## src/rtl/systolic_tile_loader.sv

```systemverilog
// Stream-side feeder for a 2x2 systolic array: packs 25 beats into a shadow tile, then runs a
// fixed compute window. Optional macro SYSTOLIC_LOADER_ERRCNT_EN adds a saturating err_cnt output.
module systolic_tile_loader #(
  parameter int unsigned DATA_W         = 8,
  parameter int unsigned COMPUTE_CYCLES = 24
) (
  input  logic                  clk,
  input  logic                  rst,
  input  logic                  s_valid,
  output logic                  s_ready,
  input  logic [DATA_W-1:0]     s_data,
  input  logic                  s_last,
  output logic [16*DATA_W-1:0]  in_flat,
  output logic [9*DATA_W-1:0]   fil_flat,
  output logic                  arr_rst,
  output logic                  busy,
  output logic                  tile_done,
`ifdef SYSTOLIC_LOADER_ERRCNT_EN
  output logic [7:0]            err_cnt,
`endif
  output logic                  err_len
);

  localparam logic [4:0] LastIdx = 5'd24;

  typedef enum logic {StIdle, StRun} state_e;

  state_e            state_q, state_d;
  logic [4:0]        beat_cnt_q;
  logic              shadow_full_q;
  logic [7:0]        run_cnt_q;
  logic [DATA_W-1:0] shadow_q [25];

  logic accept, at_last, tile_ok, tile_bad, commit, run_end;

  assign s_ready  = !shadow_full_q;
  assign accept   = s_valid && s_ready;
  assign at_last  = (beat_cnt_q == LastIdx);
  assign tile_ok  = accept && s_last && at_last;
  // Early s_last or a missing s_last on the 25th beat both discard the partial tile.
  assign tile_bad = accept && (s_last != at_last);

  // Shadow storage needs no reset: contents only matter once shadow_full is set.
  always_ff @(posedge clk) begin
    if (accept) begin
      shadow_q[beat_cnt_q] <= s_data;
    end
  end

  always_ff @(posedge clk or negedge rst) begin
    if (!rst) begin
      beat_cnt_q    <= '0;
      shadow_full_q <= 1'b0;
      err_len       <= 1'b0;
    end else begin
      err_len <= tile_bad;
      if (accept) begin
        beat_cnt_q <= (tile_ok || tile_bad) ? 5'd0 : beat_cnt_q + 5'd1;
      end
      if (tile_ok) begin
        shadow_full_q <= 1'b1;
      end else if (commit) begin
        shadow_full_q <= 1'b0;
      end
    end
  end

  always_ff @(posedge clk or negedge rst) begin
    if (!rst) begin
      state_q <= StIdle;
    end else begin
      state_q <= state_d;
    end
  end

  always_comb begin
    state_d = state_q;
    unique case (state_q)
      StIdle:  if (shadow_full_q) state_d = StRun;
      StRun:   if (run_cnt_q == 8'd0) state_d = StIdle;
      default: state_d = StIdle;
    endcase
  end

  always_comb begin
    busy    = (state_q == StRun);
    arr_rst = (state_q != StRun);
    commit  = (state_q == StIdle) && shadow_full_q;
    run_end = (state_q == StRun) && (run_cnt_q == 8'd0);
  end

  always_ff @(posedge clk or negedge rst) begin
    if (!rst) begin
      in_flat   <= '0;
      fil_flat  <= '0;
      run_cnt_q <= '0;
      tile_done <= 1'b0;
    end else begin
      tile_done <= run_end;
      if (commit) begin
        for (int i = 0; i < 16; i++) in_flat[i*DATA_W +: DATA_W] <= shadow_q[i];
        for (int i = 0; i < 9; i++) fil_flat[i*DATA_W +: DATA_W] <= shadow_q[16+i];
        run_cnt_q <= 8'(COMPUTE_CYCLES - 1);
      end else if (busy) begin
        run_cnt_q <= run_cnt_q - 8'd1;
      end
    end
  end

`ifdef SYSTOLIC_LOADER_ERRCNT_EN
  always_ff @(posedge clk or negedge rst) begin
    if (!rst) begin
      err_cnt <= '0;
    end else if (err_len && (err_cnt != 8'hff)) begin
      err_cnt <= err_cnt + 8'd1;
    end
  end
`endif

endmodule

```

## config.mk

```make
export PLATFORM = sky130hd
export DESIGN_NAME = systolic_tile_loader
export DESIGN_NICKNAME = d
export VERILOG_FILES = /design/src/rtl/systolic_tile_loader.sv
export SDC_FILE = /design/constraint.sdc
export NUM_CORES = 1
export LEC_CHECK = 0
export CAP_MARGIN = 5
export CORE_MARGIN = 5
export CORE_UTILIZATION = 41
export CTS_CLUSTER_DIAMETER = 120
export CTS_CLUSTER_SIZE = 20
export DETAILED_ROUTE_END_ITERATION = 6
export GPL_TIMING_DRIVEN = 1
export PLACE_DENSITY = 0.68
export SYNTH_ARGS = -nofsm -noshare
export SYNTH_HDL_FRONTEND = slang
export SYNTH_SLANG_ARGS = --single-unit
```

## constraint.sdc

```tcl
create_clock -name clk -period 3.5 [get_ports clk]
set_clock_uncertainty 0.15 [all_clocks]
set_input_delay 0.875 -clock clk [delete_from_list [all_inputs] [get_ports clk]]
set_output_delay 0.875 -clock clk [all_outputs]
set_load 0.02 [all_outputs]
```

# After elaboration in Yosys (flattened, before gate mapping)
# Memories as Yosys holds them, arrays and structs flattened. A register that Yosys moved wholly into a read port is not among the register bits.
# Index checks and enable logic that the tools add are counted.
[totals] reg_bits=17 n_memories=1 ram_bits=200
[op_classes] add_sub_neg=2 reduce_logical=36 n_eq_ne=2 muxes=10 bitwise=1
[mem_list] name="shadow_q" depth=25 word_bits=8 read_ports=25 rd_ports_with_merged_regs=25 wr=1 line="32" source="logic [DATA_W-1:0] shadow_q [25];"
[op_table] cell="logical NOT 1 bit" n=26
[op_table] cell="2-to-1 mux 8 bit" n=2
[op_table] cell="logical NOT 8 bit" n=1
[op_table] cell="subtractor 8 x 1 -> 8 bit, second input constant" n=1
[op_table] cell="logical AND 1 bit" n=6
[op_table] cell="2-to-1 mux 1 bit" n=6
[op_table] cell="adder 5 x 1 -> 5 bit, second input constant" n=1
[op_table] cell="== test 5 bit, second input constant" n=1
[op_table] cell="2-to-1 mux 5 bit" n=1
[op_table] cell="nonzero test 2 bit" n=2
[op_table] cell="one-hot mux 1 bit (2 select lines)" n=1
[op_table] cell="logical OR 1 bit" n=1
[op_table] cell="!= test 1 bit" n=1
[op_table] cell="inverter 1 bit" n=1

# Longest topological paths before layout
# Gate-level depths: netlist (run 1).
[depth] word_depth=6 mapped_depth=7 mapped_depth_nobuf=5

# Worst setup path after synthesis (run 1)
# No wires, ideal clock.
[synth_path] path_kind="input to register" startpoint="in s_valid" endpoint="mem shadow_q[0][0] (enable)" required_time_ps=2980 cell_stages=4 path_slack_ps=1208 n_path_buf=1 arrival_ps=1771 path_cell_list="nor2b_1 > clkbuf_1 > nand2_1 > nor2_1"
[synth_via] elab_chain_len=3
[synth_rtl] element="start, declared" line="9" source="input logic s_valid,"
[synth_rtl] element="logical AND 1 bit" line="37" source="assign accept = s_valid && s_ready;"
[synth_rtl] element="2-to-1 mux 1 bit" line="45" source="if (accept) begin"
[synth_rtl] element="2-to-1 mux 1 bit (not written as such)" line="46" source="shadow_q[beat_cnt_q] <= s_data;"
[synth_rtl] element="end, declared" line="32"
# No other way between the ends.

# Worst setup path in the final report (run 1)
[layout_path] startpoint="reg state_q (netlist: busy)" endpoint="out arr_rst"
[layout_via] elab_chain_len=1
[layout_rtl] element="start, declared" line="28" source="state_e state_q, state_d;"
[layout_rtl] element="start signal, assigned" line="70" source="state_q <= StIdle;"
[layout_rtl] element="start signal, assigned" line="72" source="state_q <= state_d;"
[layout_rtl] element="inverter 1 bit"
[layout_rtl] element="end, declared" line="15" source="output logic arr_rst,"
# No other way between the ends.

==> impl_metrics.csv, run 1 <==
group,metric,value,unit
status,outcome,"finished, final reports clean",
sta,setup_viol,0,
synthesis,synthFlopType,"dfrtp_1",
sta,hold_ws,0.172,ns
final_layout,fin_area,18100,µm²
worst_hold_path,hp-class,"in2async",
routing,routed_via_density,4.89,
cts,htreeDepth,1,
worst_setup_path,end_kind,"primary output",
cts,cts.clk_slew.worst_paths,0.08,ns
sta,slew_headroom,44.9,%
routing,first_iter_violations,378,
synthesis,yosys_register_bits,417,
cts,postCtsHoldBufs,0,
final_layout,drive_gt1_share,27.4,%
routing,ant_nets,0,
worst_setup_path,cp_max_fo,13,
global_route,grt_start_max_net_pins,79,
worst_setup_path,crit_chain,"inv_1, clkdlybuf4s50_1",
sta,hold_violations,0,
floorplan,die_area,39400,µm²
global_route,first_global_vias,7671,
worst_setup_path,cp_top_family,"buffers and inverters",
final_layout,area_delta_synth_final,24.2,%
routing,met2_length,15500,µm
synthesis,synth_edf_count,200,
sta,finalSetupTns,0,ns
sta,period_needed,2.83,ns
placed_design,dpl_worst_slack,0.349,ns
synthesis,synthesis.nets,768,
floorplan,die_width,199,µm
synthesis,synth_seq_area_share,78.5,%
floorplan,die_h,199,µm
synthesis,synth_cell_types,39,
synthesis,syn_area_per_cell,19.4,µm²
placed_design,port_buffers,216,
floorplan,rows,69,
cts,post-cts-setup-buffers,0,
cts,clockBufferDepth,3,
worst_setup_path,start_kind,"flip-flop",
global_route,grt_pass1_wl,48400,µm
worst_setup_path,cp_slowest_cell,"clkdlybuf4s50_1",
synthesis,synthCells,750,
routing,dr_wl_met3,1670,µm
job,drv_cap,0,
worst_setup_path,cpPeakStageDelay,0.61,ns
global_route,grt_use_total,16.1,%
sta,rsz0062_at_grt,"false",
final_layout,fin_nets,1022,
synthesis,ys_async_sr_fraction,52.0,%
routing,first_pass_iters,4,
sta,tightest_slew,0.827,ns
cts,clock-root-buffer,"clkbuf_16",
sta,layout_setup_ws,0.675,ns
worst_setup_path,critPathBufInv,2,
power,vdd_drop_max,296,µV
floorplan,ios,217,
final_layout,utilization,51.3,%
floorplan,start_util,41.3,%
placed_design,postPlaceCellArea,17400,µm²
placed_design,gp_congestion,0.757,
synthesis,yosys_warnings,0,
routing,wire_per_inst,21.6,µm
final_layout,num_antenna_cells,0,
cts,ctsResizeCount,0,
routing,routed_wl,32000,µm
sta,finalCritPeriodShare,80.7,%
power,p_leak,6.86,nW
floorplan,core,35300,µm²
sta,slew_violations,0,
routing,drc,0,
cts,numCtsBuffers,24,
global_route,antenna_found_initial,2,
placed_design,hpwlAfterDp,19900,µm
routing,highest_layer,"met4",
global_route,gr-total-overflow,0,
cts,cts_tree,"done",
power,pwr_density_cell,457,nW/µm²
synthesis,synth.cell_area,14600,µm²
cts,clock_latency,0.54,ns
routing,num_vias,7248,
worst_setup_path,crit_arrival,1.80,ns
worst_setup_path,crit_type,"reg2out",
cts,clock-sinks,417,
routing,wl_met1,14100,µm
sta,clock.fmax,354,MHz
worst_setup_path,worstPathRequired,2.47,ns
==> per-layer routing <==
metal  track usage, %  vias to the layer above
li1                 -                     3247
met3             2.79                       52
met1             23.1                     3752
met2             26.1                      197
met5                0                        -
met4             3.88                        0
==> synthesized netlist by cell type, drive strengths merged (2+ instances only) <==
cell / instances / area, µm²
dfrtp: 217 / 5430
mux2: 201 / 2260
edfxtp: 200 / 6010
nor2: 33 / 124
buf: 24 / 238
nand2: 10 / 37.5
ha: 6 / 75.1
inv: 6 / 22.5
clkbuf: 5 / 18.8
o21ai: 5 / 25.0
nand2b: 4 / 25.0
a21oi: 3 / 15.0
nand3b: 3 / 22.5
nor3: 3 / 15.0
o31ai: 3 / 22.5
or3b: 3 / 26.3
mux2i: 2 / 20.0
nand3: 2 / 10.0
nor3b: 2 / 20.0
xnor2: 2 / 17.5
==> layout make-up <==
type | count | area (µm²)
Fill cell | 2879 | 17200
Clock inverter | 1 | 5.00
Clock buffer | 43 | 693
Tap cell | 461 | 577
Inverter | 6 | 22.5
Multi-Input combinational cell | 298 | 2870
Sequential cell | 417 | 11400
Timing Repair Buffer | 257 | 2500
==> power breakdown <==
| part | total (W) | leakage (nW) | internal, W | switching (W) |
|---|---|---|---|---|
| clock | 0.00284 | 0.333 | 0.00135 | 0.00149 |
| combinational | 0.000242 | 2.20 | 0.0000633 | 0.000179 |
| sequential | 0.00520 | 4.33 | 0.00518 | 0.0000222 |
| total | 0.00828 | 6.86 | 0.00659 | 0.00169 |
==> state kept, by name, indices dropped and copies added, names as in the netlist <==
register and cells:
fil_flat 72, shadow_full_q 1, beat_cnt_q 5, busy 1
run_cnt_q 8, shadow_q 200, tile_done 1, err_len 1
in_flat 128
==> metrics by stage <==
step / std cells / power [W]
after floorplan: 750 / 0.00536
after global placement: 1439 / 0.00556
final: 1483 / 0.00828
after global routing: 1483 / 0.00860
after detailed placement: 1439 / 0.00556
after CTS: 1483 / 0.00841
==> worst register-to-register path: stages, from the launching register on <==
cell and delay, ns:
dfrtp_1 0.51, nor2b_1 0.51, nand2_1 0.41, nor2_1 0.20, buf_4 0.19
==> worst paths after layout <==
path | depth (start not counted) | from | to | slack (ns)
worst max-delay path | 2 | busy | arr_rst | 0.67
max in group asynchronous | 2 | rst | fil_flat[22] | 2.24
worst min-delay path | 1 | rst | in_flat[47] | 0.17
worst max register to register | 4 | shadow_full_q | shadow_q[13][4] | 1.25
worst min register to register | 1 | shadow_q[7][7] | in_flat[63] | 0.32
min in group clk | 1 | shadow_q[7][7] | in_flat[63] | 0.32
==> kinds of logic (layout without fill, tap and decap cells) <==
| group | after synthesis | in the layout | synth area share (%) |
|---|---|---|---|
| AOI/OAI and AO/OA | 18 | 18 | 0.798 |
| xor gates and xnor gates | 2 | 2 | 0.120 |
| adders and majority gates | 6 | 6 | 0.515 |
| buffers and inverters | 35 | 307 | 1.91 |
| DFF | 417 | 417 | 78.5 |
| muxes | 203 | 203 | 15.7 |
| and+or+nand+nor | 69 | 69 | 2.52 |
==> cell usage in the layout, fill, tap and decap left out, drive strengths merged, types with 2 or more instances in the layout <==
cell	instances
nand3	2
inv	6
nor2	33
nor3b	2
clkbuf	44
a21oi	3
nand3b	3
o31ai	3
nor3	3
edfxtp	200
mux2	201
buf	45
clkdlybuf4s50	211
xnor2	2
ha	6
mux2i	2
or3b	3
dfrtp	217
o21ai	5
nand2b	4
nand2	10
(Power assumes the default switching activity.)
==> inputs of run 2 (changes only) <==
==> constraint.sdc (replaced) <==
create_clock -name clk -period 2.6 [get_ports clk]
set_clock_uncertainty 0.15 [all_clocks]
set_input_delay 0.65 -clock clk [delete_from_list [all_inputs] [get_ports clk]]
set_output_delay 0.65 -clock clk [all_outputs]
set_load 0.02 [all_outputs]
==> impl_metrics.csv, run 2 (synthesized netlist as in run 1, its figures left out) <==
group,metric,value,unit
status,outcome,"finished, final reports clean",
floorplan,start_util,41.3,%
cts,cts.clk_slew.worst_paths,0.08,ns
cts,cts_tree,"done",
sta,finalCritPeriodShare,93.8,%
cts,clockBufferDepth,3,
global_route,gr-usage-met3,2.96,%
sta,clock.fmax,410,MHz
sta,hold_ws,0.327,ns
final_layout,most-common-layout-cells,"dfrtp_1, clkdlybuf4s50_1, mux2_2",
worst_setup_path,worstPathRequired,1.80,ns
worst_setup_path,worst_r2r_path_depth,4,
worst_setup_path,r2r_end,"in_flat[2]",
placed_design,hpwlAfterDp,20100,µm
routing,ant_nets,0,
routing,num_vias,7353,
global_route,grt_use_met2,26.7,%
worst_hold_path,hold-path-endpoint,"in_flat[37]",
worst_hold_path,min_path_cells,1,
routing,routed_wl,32300,µm
final_layout,seq_area,11400,µm²
global_route,grt_use_total,16.3,%
global_route,antenna_found_initial,0,
global_route,grt_pass1_wl,49000,µm
final_layout,utilization,51.5,%
placed_design,dpl_worst_slack,-0.00827,ns
final_layout,multi_input_area,2870,µm²
placed_design,place_inst,1444,
worst_setup_path,cpPeakStageDelay,0.60,ns
global_route,grt_start_max_net_pins,67,
global_route,first_global_vias,7781,
worst_setup_path,crit_arrival,1.64,ns
worst_setup_path,reg2reg_from,"busy",
routing,first_iter_violations,306,
floorplan,rows,69,
sta,setup_viol,0,
worst_setup_path,critPathBufInv,2,
global_route,grt_busiest_layer,"met2",
sta,rsz0062_at_grt,"false",
floorplan,die_h,199,µm
cts,numCtsBuffers,24,
placed_design,gp_congestion,0.760,
final_layout,reg.largest.list,"shadow_q (200), in_flat (128), fil_flat (72)",
worst_setup_path,r2r_slack,0.60,ns
worst_setup_path,crit_type,"reg2out",
floorplan,die_width,199,µm
final_layout,stdcell_count,1490,
final_layout,fin_nets,1028,
routing,routed_via_density,4.93,
worst_setup_path,cp_max_fo,4,
floorplan,ios,217,
final_layout,fillers,2900,
power,pwr_density_cell,614,nW/µm²
cts,clock-sinks,417,
worst_setup_path,cp_top_family,"buffers and inverters",
cts,post-cts-setup-buffers,0,
global_route,gr-total-overflow,0,
final_layout,final_common_cell,"dfrtp_1",
sta,slew_violations,0,
sta,hold_violations,0,
floorplan,die_area,39400,µm²
final_layout,area_delta_synth_final,24.9,%
routing,first_pass_iters,4,
routing,drc,0,
final_layout,drive_gt1_share,27.8,%
global_route,use_met1,23.1,%
final_layout,largest-register,"shadow_q",
placed_design,port_buffers,216,
sta,slew_headroom,46.2,%
power,p_leak,6.90,nW
sta,period_needed,2.44,ns
cts,clock-root-buffer,"clkbuf_16",
worst_setup_path,start_kind,"flip-flop",
sta,tightest_slew,0.807,ns
final_layout,largest_reg_flops,200,
worst_setup_path,crit_chain,"inv_1, clkdlybuf4s50_1",
routing,wire_per_inst,21.7,µm
sta,layout_setup_ws,0.162,ns
job,drv_cap,0,
sta,finalSetupTns,0,ns
power,vdd_drop_max,382,µV
worst_hold_path,hold_start,"shadow_q[4][5]",
floorplan,core,35300,µm²
worst_setup_path,cp_slowest_cell,"clkdlybuf4s50_1",
worst_hold_path,hp-class,"reg2reg",
cts,htreeDepth,1,
worst_setup_path,worst-path-stages,2,
cts,clock_latency,0.54,ns
worst_setup_path,end_kind,"primary output",
-- run 2: changes by cell type in the layout (fill, tap and decap cells not counted) --
cell             previous run  this run
buf_12                      4         7
buf_4                      37        39
clkdlybuf4s50_1           211       210
dfrtp_1                   217       216
dfrtp_2                     0         1
diode_2                     0         1
dlygate4sd3_1               0         1
dlymetal6s2s_1              0         1
-- run 2: power by group --
group | total [W] | switching [W] | internal [W]
Combinational | 0.000337 | 0.000246 | 0.0000912
Sequential | 0.00701 | 0.0000305 | 0.00698
Clock | 0.00384 | 0.00202 | 0.00181
Total | 0.0112 | 0.00230 | 0.00888
-- run 2: how the worst max path moves through the flow --
stage | start | slack (ns) | end
after floorplan | s_valid | 0.53 | shadow_q[0][0]
after global placement | s_valid | 0.001 | shadow_q[14][1]
after detailed placement | s_valid | -0.008 | shadow_q[14][1]
after CTS | shadow_full_q | 0.03 | s_ready
after global routing | busy | 0.08 | arr_rst
final | busy | 0.16 | arr_rst
-- run 2: worst reg2reg max path: cells and delay by family, from the launching register on --
kind,cells,cell delay [ns]
buffers and inverters,2,0.55
flip-flops,1,0.39
AND/OR/NAND/NOR,1,0.35
multiplexers,1,0.45
-- run 2: cell type report --
class | instances | area share (%)
Sequential cell | 417 | 62.9
Multi-Input combinational cell | 298 | 15.8
Timing Repair Buffer | 263 | 14.2
Clock buffer | 43 | 3.81
Tap cell | 461 | 3.17
Inverter | 6 | 0.124
Clock inverter | 1 | 0.0275
Antenna cell | 1 | 0.0138
-- run 2: what timing repair did --
action / in CTS / in global routing
resized for setup: 1 / 1
endpoints found under the setup margin: 1 / 1
gates cloned: 0 / 0
hold endpoints to repair: 60 / 0
hold buffers: 1 / 0
-- run 2: stage by stage --
step	instance area, µm²	total power (W)
after global placement	17500	0.00749
after global routing	18200	0.0116
after floorplan	14600	0.00722
final	18200	0.0112
after detailed placement	17500	0.00750
after CTS	18200	0.0113
-- run 2: routing by layer --
metal | share of wire [%] | up-vias
met5 | 0 | -
met4 | 1.7 | 0
met3 | 5.3 | 38
met2 | 48 | 193
met1 | 45 | 3858
li1 | - | 3264
